<file path="src/rtl/ahb_fabric_pkg.sv">
// ahb_fabric_pkg
// Shared definitions for the single-master AHB fabric datapath:
//   - RESP_* : two-bit bus response encodings returned to the master
//   - dp_state_t : data-phase state of the fabric
package ahb_fabric_pkg;

    localparam logic [1:0] RESP_OKAY  = 2'b00;
    localparam logic [1:0] RESP_ERROR = 2'b01;
    localparam logic [1:0] RESP_RETRY = 2'b10;
    localparam logic [1:0] RESP_SPLIT = 2'b11;

    typedef enum logic [1:0] {
        DP_IDLE  = 2'd0,
        DP_SLAVE = 2'd1,
        DP_ERR1  = 2'd2,
        DP_ERR2  = 2'd3
    } dp_state_t;

endpackage : ahb_fabric_pkg

</file>
<file path="src/rtl/ahb_addr_decoder.sv">
// ahb_addr_decoder
// Combinational address decoder. The top SEL_W address bits form the
// slave index; indices at or above NUM_SLAVES are unmapped and fall to the
// fabric's built-in default slave.
// Ports:
//   addr   in  ADDR_W      master address
//   valid  in  1           master requests a transfer
//   sel    out NUM_SLAVES  one-hot slave select (zero when idle or unmapped)
//   idx    out SEL_W       raw slave index from the address
//   mapped out 1           index addresses a real slave
module ahb_addr_decoder
    import ahb_fabric_pkg::*;
#(
    parameter int NUM_SLAVES = 3,
    parameter int ADDR_W     = 16,
    parameter int SEL_W      = 2
) (
    input  logic [ADDR_W-1:0]     addr,
    input  logic                  valid,
    output logic [NUM_SLAVES-1:0] sel,
    output logic [SEL_W-1:0]      idx,
    output logic                  mapped
);

    logic [SEL_W-1:0] idx_s;
    logic             mapped_s;

    assign idx_s    = addr[ADDR_W-1 -: SEL_W];
    assign mapped_s = (32'(idx_s) < NUM_SLAVES);
    assign idx      = idx_s;
    assign mapped   = mapped_s;

    // One-hot select; only asserted for a valid, mapped request
    always_comb begin
        sel = '0;
        for (int k = 0; k < NUM_SLAVES; k++) begin
            if (valid && mapped_s && (32'(idx_s) == k)) begin
                sel[k] = 1'b1;
            end else begin
                sel[k] = 1'b0;
            end
        end
    end

endmodule : ahb_addr_decoder

</file>
<file path="src/rtl/ahb_fabric_dp.sv">
// ahb_fabric_dp
// Single-master, N-slave bus fabric datapath with pipelined address and data
// phases. The address phase decodes a one-hot slave select; the accepted
// owner is registered and, during the data phase, its read data, ready and
// response are steered back to the master. Unmapped addresses go to an
// internal default slave that answers with a two-cycle ERROR. A saturating
// counter tallies completed ERROR responses for debug.
// Ports:
//   clk, rst               clock, asynchronous active-high reset
//   Abus, addr_valid, write master address phase
//   bus_dout               master write data (data phase)
//   bus_din, rdyout, respout  read data / ready / response to master
//   address, wr_out, dataout  broadcast to every slave
//   slave_sel              one-hot address-phase select
//   rdin, rdy, resp        packed per-slave read data / ready / response
//   err_count              saturating count of completed ERROR responses
module ahb_fabric_dp
    import ahb_fabric_pkg::*;
#(
    parameter int NUM_SLAVES = 3,
    parameter int ADDR_W     = 16,
    parameter int DATA_W     = 32,
    parameter int SEL_W      = 2
) (
    input  logic                         clk,
    input  logic                         rst,
    input  logic [ADDR_W-1:0]            Abus,
    input  logic                         addr_valid,
    input  logic                         write,
    input  logic [DATA_W-1:0]            bus_dout,
    output logic [DATA_W-1:0]            bus_din,
    output logic                         rdyout,
    output logic [1:0]                   respout,
    output logic [ADDR_W-1:0]            address,
    output logic                         wr_out,
    output logic [DATA_W-1:0]            dataout,
    output logic [NUM_SLAVES-1:0]        slave_sel,
    input  logic [NUM_SLAVES*DATA_W-1:0] rdin,
    input  logic [NUM_SLAVES-1:0]        rdy,
    input  logic [NUM_SLAVES*2-1:0]      resp,
    output logic [7:0]                   err_count
);

    dp_state_t        state_r, state_nxt_s;
    logic [SEL_W-1:0] dsel_r, dsel_nxt_s;
    logic [7:0]       err_count_r;

    logic [SEL_W-1:0] idx_s;
    logic             mapped_s;
    logic             accept_s;
    logic [DATA_W-1:0] bus_din_s;
    logic             rdyout_s;
    logic [1:0]       respout_s;

    ahb_addr_decoder #(
        .NUM_SLAVES (NUM_SLAVES),
        .ADDR_W     (ADDR_W),
        .SEL_W      (SEL_W)
    ) u_dec (
        .addr   (Abus),
        .valid  (addr_valid),
        .sel    (slave_sel),
        .idx    (idx_s),
        .mapped (mapped_s)
    );

    // Slaves see the master's address phase and write data unchanged
    assign address = Abus;
    assign wr_out  = write;
    assign dataout = bus_dout;

    // A new address is only taken while the current data phase completes
    assign accept_s = addr_valid & rdyout_s;

    // Data-phase return path: owning slave in DP_SLAVE, default slave otherwise
    always_comb begin
        bus_din_s = '0;
        rdyout_s  = 1'b1;
        respout_s = RESP_OKAY;
        case (state_r)
            DP_IDLE: begin
                bus_din_s = '0;
                rdyout_s  = 1'b1;
                respout_s = RESP_OKAY;
            end
            DP_SLAVE: begin
                bus_din_s = rdin[int'(dsel_r)*DATA_W +: DATA_W];
                rdyout_s  = rdy[int'(dsel_r) +: 1];
                respout_s = resp[2*int'(dsel_r) +: 2];
            end
            DP_ERR1: begin
                bus_din_s = '0;
                rdyout_s  = 1'b0;
                respout_s = RESP_ERROR;
            end
            DP_ERR2: begin
                bus_din_s = '0;
                rdyout_s  = 1'b1;
                respout_s = RESP_ERROR;
            end
            default: begin
                bus_din_s = '0;
                rdyout_s  = 1'b1;
                respout_s = RESP_OKAY;
            end
        endcase
    end

    assign bus_din   = bus_din_s;
    assign rdyout    = rdyout_s;
    assign respout   = respout_s;
    assign err_count = err_count_r;

    // Next-state and owner selection
    always_comb begin
        state_nxt_s = state_r;
        dsel_nxt_s  = dsel_r;
        if (state_r == DP_ERR1) begin
            state_nxt_s = DP_ERR2;
        end else if (!rdyout_s) begin
            // Slave is inserting wait states: hold owner and state
            state_nxt_s = state_r;
        end else if (accept_s && mapped_s) begin
            state_nxt_s = DP_SLAVE;
            dsel_nxt_s  = idx_s;
        end else if (accept_s) begin
            state_nxt_s = DP_ERR1;
        end else begin
            state_nxt_s = DP_IDLE;
        end
    end

    // State and data-phase owner registers
    always_ff @(posedge clk or posedge rst) begin
        if (rst) begin
            state_r <= DP_IDLE;
            dsel_r  <= '0;
        end else begin
            state_r <= state_nxt_s;
            dsel_r  <= dsel_nxt_s;
        end
    end

    // Saturating count of completed ERROR responses (slave or default slave)
    always_ff @(posedge clk or posedge rst) begin
        if (rst) begin
            err_count_r <= 8'd0;
        end else if (rdyout_s && (respout_s == RESP_ERROR) && (err_count_r != 8'hFF)) begin
            err_count_r <= err_count_r + 8'd1;
        end else begin
            err_count_r <= err_count_r;
        end
    end

endmodule : ahb_fabric_dp
</file>
<file path="config.mk">
export PLATFORM = sky130hd
export DESIGN_NAME = ahb_fabric_dp
export DESIGN_NICKNAME = d
export VERILOG_FILES = /design/src/rtl/ahb_fabric_pkg.sv /design/src/rtl/ahb_addr_decoder.sv /design/src/rtl/ahb_fabric_dp.sv
export SDC_FILE = /design/constraint.sdc
export NUM_CORES = 1
export LEC_CHECK = 0
export BUFFER_PORTS_ARGS = -buffer_cell sky130_fd_sc_hd__buf_2
export CORE_AREA = 4 4 96 98
export DETAILED_ROUTE_END_ITERATION = 6
export DIE_AREA = 0 0 100 102
export PLACE_DENSITY = 0.65
export REMOVE_ABC_BUFFERS = 1
export SYNTH_ARGS = -nofsm -noshare
export SYNTH_HDL_FRONTEND = slang
export SYNTH_SLANG_ARGS = --single-unit
</file>
<file path="constraint.sdc">
create_clock -name clk -period 3.3 [get_ports clk]
set_input_delay 0.66 -clock clk [delete_from_list [all_inputs] [get_ports clk]]
set_output_delay 0.66 -clock clk [all_outputs]
set_load 0.005 [all_outputs]
</file>
Word-level counts from Yosys, hierarchy flattened
Index checks and enable logic that the tools add are counted.
Word-level totals
  bits of input ports: 157
  output and inout port bits: 95
  logic and storage cells: 41
  flip-flop bits (word level): 12
Operators by class
  bitwise logic cells: 2
  multiplexer cells: 10
  reductions and logical operators: 14
  shift operators: 3
  eq/ne operators: 7
  add/sub/neg operators: 1
  $lt $le $gt $ge: 1
Operator list (count)
  indexed part select 96 x 8 -> 32 bit: 1
  one-hot mux 32 bit (2 select lines): 1
  adder 8 x 1 -> 8 bit, second input constant: 1
  2-to-1 mux 2 bit: 4
  inequality test 8 bit, second input constant: 1
  logical AND 1 bit: 7
  equality test 2 x 1 -> 1 bit, second input constant: 3
  equality test 2 bit, second input constant: 3
  one-hot mux 2 bit (3 select lines): 1
  indexed part select 6 x 4 -> 2 bit: 1
  logical NOT 2 bit: 2
  OR reduction 2 bit: 2
  2-to-1 mux 1 bit: 3
  one-hot mux 1 bit (3 select lines): 1
  AND reduction 3 bit: 1
  OR reduction 3 bit: 1
  indexed part select 3 x 3 -> 1 bit: 1
  less-than comparator 2 bit, second input constant: 1
  nonzero test 2 bit: 1
  bitwise AND 1 bit: 1
  inverter 1 bit: 1

Longest topological paths before layout
  word-level depth: 8
  gate-level depth with buffers: 7

By module
From an unflattened synthesis, not the netlist that was laid out.
Unflattened totals
  cell total of the unflattened synthesis: 267
  area total of the unflattened synthesis: 2024.4 um^2
Modules (own cells, without submodules)
  ahb_fabric_dp: instances 1, area each 1980.6 um^2, cells each 261
  ahb_addr_decoder: instances 1, area each 43.8 um^2, cells each 6

Worst setup path after synthesis
OpenSTA, ideal clock, no wires.
  path type: reg-to-output
  from: reg dsel_r[0]
  to: out bus_din[22]
  required time: 2.640 ns
  stages on the path, launching flop included: 8
  path slack: 1.278 ns
  arrival time: 1.362 ns
  cells stage by stage: dfrtp_1 > buf_2 > nor2b_1 > clkbuf_1 > clkbuf_1 > nand2_1 > o21ai_0 > and2_1
Between the ends
  word-level cells in the longest chain between the ends: 2
Ends and longest elaborated chain
  from (decl): line ahb_fabric_dp.sv:45  | logic [SEL_W-1:0] dsel_r, dsel_nxt_s;
  from (signal assigned): line ahb_fabric_dp.sv:140  | dsel_r <= dsel_nxt_s;
  indexed part select 96 x 8 -> 32 bit: line ahb_fabric_dp.sv:87  | bus_din_s = rdin[int'(dsel_r)*DATA_W +: DATA_W];
  one-hot mux 32 bit (2 select lines): line ahb_fabric_dp.sv:80  | case (state_r)
  to (decl): line ahb_fabric_dp.sv:31  | output logic [DATA_W-1:0] bus_din,
Every way passes these cells.

Worst setup path after layout
  from: reg dsel_r[1]
  to: out bus_din[3]
Same word-level chain as after synthesis.

==> results.ini <==
[outcome]
outcome=completed

[grt]
antenna_found_initial=8
grt_usage_pct=15.9
grt_pass1_vias=2130
overflow=0
grt_max_degree=40
grt_first_pass_wirelength_um=12100

[setup_path]
critical_path_required_ns=2.64
path_max_fanout=32
rr_worst_depth=7
cp-end-kind=output pin
critical_path_class=reg2out
worstPathArrival_ns=2.27
start_kind=register
crit-reg2reg-launch=state_r[1]
r2r_end=err_count[6]
ff2ff_setup_slack_ns=1.17

[sta]
hold_ws_ns=0.435
drv_slew=0
rsz0062_at_grt=no
setup_tns_ns=0
timing.final.crit_share_pct=88.7
clock.fmax_mhz=342
fin_crit_ns=2.93
finalHoldViolCount=0
relSlewSlack_pct=19.2
finClkSkew_ns=0.00390
setup_viol=0
worst_slew_pin_slew_ns=1.21

[drt]
wirelength_um=9030
drc=0
first_pass_iters=5
final_antenna_net_count=0
via_per_inst=4.70
vias=2283
routedWlPerCell_um=18.6
drt-initial-drc-count=57

[clocking]
clk_pin_slew_ns=0.06
post_cts_buffers=0
numCtsBuffers=3
cts_hold_buffers=0
cts_root_buf=clkbuf_8
clock_path_buffers=2
post_cts_resized=0
htree_levels=1
clock_latency_ns=0.24
cts_sinks=12
cts_tree=yes

[yosys]
synthCells=276
netlist_area_um2=2080
synth-seq-cells=12
avgSynthCellArea_um2=7.52
synth_top_cell_by_area=buf_4
synth.most_common_cell=buf_4
synth_edf_count=0
synth_seq_area_share_pct=14.5
synth_cell_type_count=36
synth_area_leaders=buf_4, mux2i_1, dfrtp_1
ys.flop_type=dfrtp_1
yosysTopAreaCellShare_pct=17.7
synth_warnings=0
ys_top_cells_by_count=buf_4, nand2_1, mux2i_1, and2_1, o21ai_0
synthArstFlopShare_pct=100

[cells_and_area]
fin_nets=539
drive_above_1_share_pct=45.9
syn2layout_area_growth_pct=27.2

[place]
dp.final_hpwl_um=7630
gp_congestion=0.914
portBuffers=157

[die]
initial_core_util_pct=24.5
rows=34
pin_count=252
coreArea_um2=8470
die_x_um=100
die_area_um2=10200
fp.dieH_um=102

[min_path]
worstHoldPathType=in2async

[power]
worst_ir_drop_vdd_v=0.000560
p_per_area_nw_per_um2=712
leakage_uw=0.00146

[job]
maxCapViolCount=0

layer usage:
layer | global-route usage [%] | vias up | routed length, um
met5 | 0 | - | 110
met1 | 21.1 | 993 | 4000
met4 | 2.80 | 16 | 127
met3 | 14.4 | 22 | 1760
li1 | - | 1078 | -
met2 | 18.7 | 174 | 3030
cell usage in the layout, fill, tap and decap left out:
cell type  Yosys  final
nand2_1       37     37
o211ai_1       1      1
and2_1        32     32
nand4_1        3      3
nand4b_1       2      2
inv_1          9      9
mux2_1         1      1
a21oi_1        2      2
o211ai_2       1      1
nand2b_1       4      4
diode_2        0      3
nand3b_1       2      2
a211o_1        1      1
dfrtp_2        0      1
o21ba_2        2      2
nor3b_1        1      1
nor4_2         1      1
clkbuf_8       0      4
mux2i_1       36     36
and4_1         1      1
o211ai_4       1      1
nor3_1         8      8
nor2b_2        0      1
buf_4         49      2
o21a_1         1      1
xor2_1         5      5
ha_1           6      6
mux2_2         1      1
nand3_1        3      3
and3b_1        1      1
dfrtp_1       12     11
nor2_1         3      3
a311o_1        1      1
o21ai_0       32     32
buf_2          4    157
a211oi_4       1      1
through the flow:
step	instance area (um2)	total power, uW	cells	setup WS, ns	utilization, %
6_report	2640	1880	486	0.374	31.2
5_1_grt	2630	2080	483	0.140	31.1
4_1_cts	2630	1900	483	0.320	31.1
3_5_place_dp	2580	1740	479	0.572	30.5
3_3_place_gp	2580	1710	479	0.632	30.5
2_1_floorplan	1640	1230	212	0.0508	-
state kept, by name (all words and copies together) (netlist names):
register / cells
err_count: 8
state_r: 2
dsel_r: 2
where the power goes:
part | internal, uW | total, uW | switching, uW
Combinational | 647 | 1400 | 751
Sequential | 210 | 318 | 109
Clock | 105 | 164 | 58.2
Total | 962 | 1880 | 918
kinds of logic after synthesis:
kind of cell,share of synthesized area (%)
muxes,18.4
AOI/OAI and AO/OA,13.4
and+or+nand+nor,25.3
DFF,14.5
adders and majority gates,3.62
buffers and inverters,22.7
xor gates and xnor gates,2.11
critical path, cell delays in order (launching register included):
cell and delay, ns:
dfrtp_2 0.54, nor2b_2 0.97, nand2_1 0.15, o21ai_0 0.11, and2_1 0.13, buf_2 0.11
worst max-delay path by stage:
stage | endpoint | start | cells after the start
CTS | bus_din[18] | dsel_r[1] | 5
global placement | bus_din[18] | dsel_r[1] | 5
floorplan | bus_din[0] | dsel_r[1] | 4
global route | bus_din[11] | dsel_r[1] | 5
detailed placement | bus_din[18] | dsel_r[1] | 5
finish | bus_din[3] | dsel_r[1] | 5
layout make-up:
class                           count  area [um2]
Antenna cell                        3        7.51
Clock buffer                        4        55.1
Fill cell                         921        5820
Inverter                            9        33.8
Multi-Input combinational cell    191        1310
Sequential cell                    12         302
Tap cell                          108         135
Timing Repair Buffer              159         801
(Power assumes the default switching activity.)
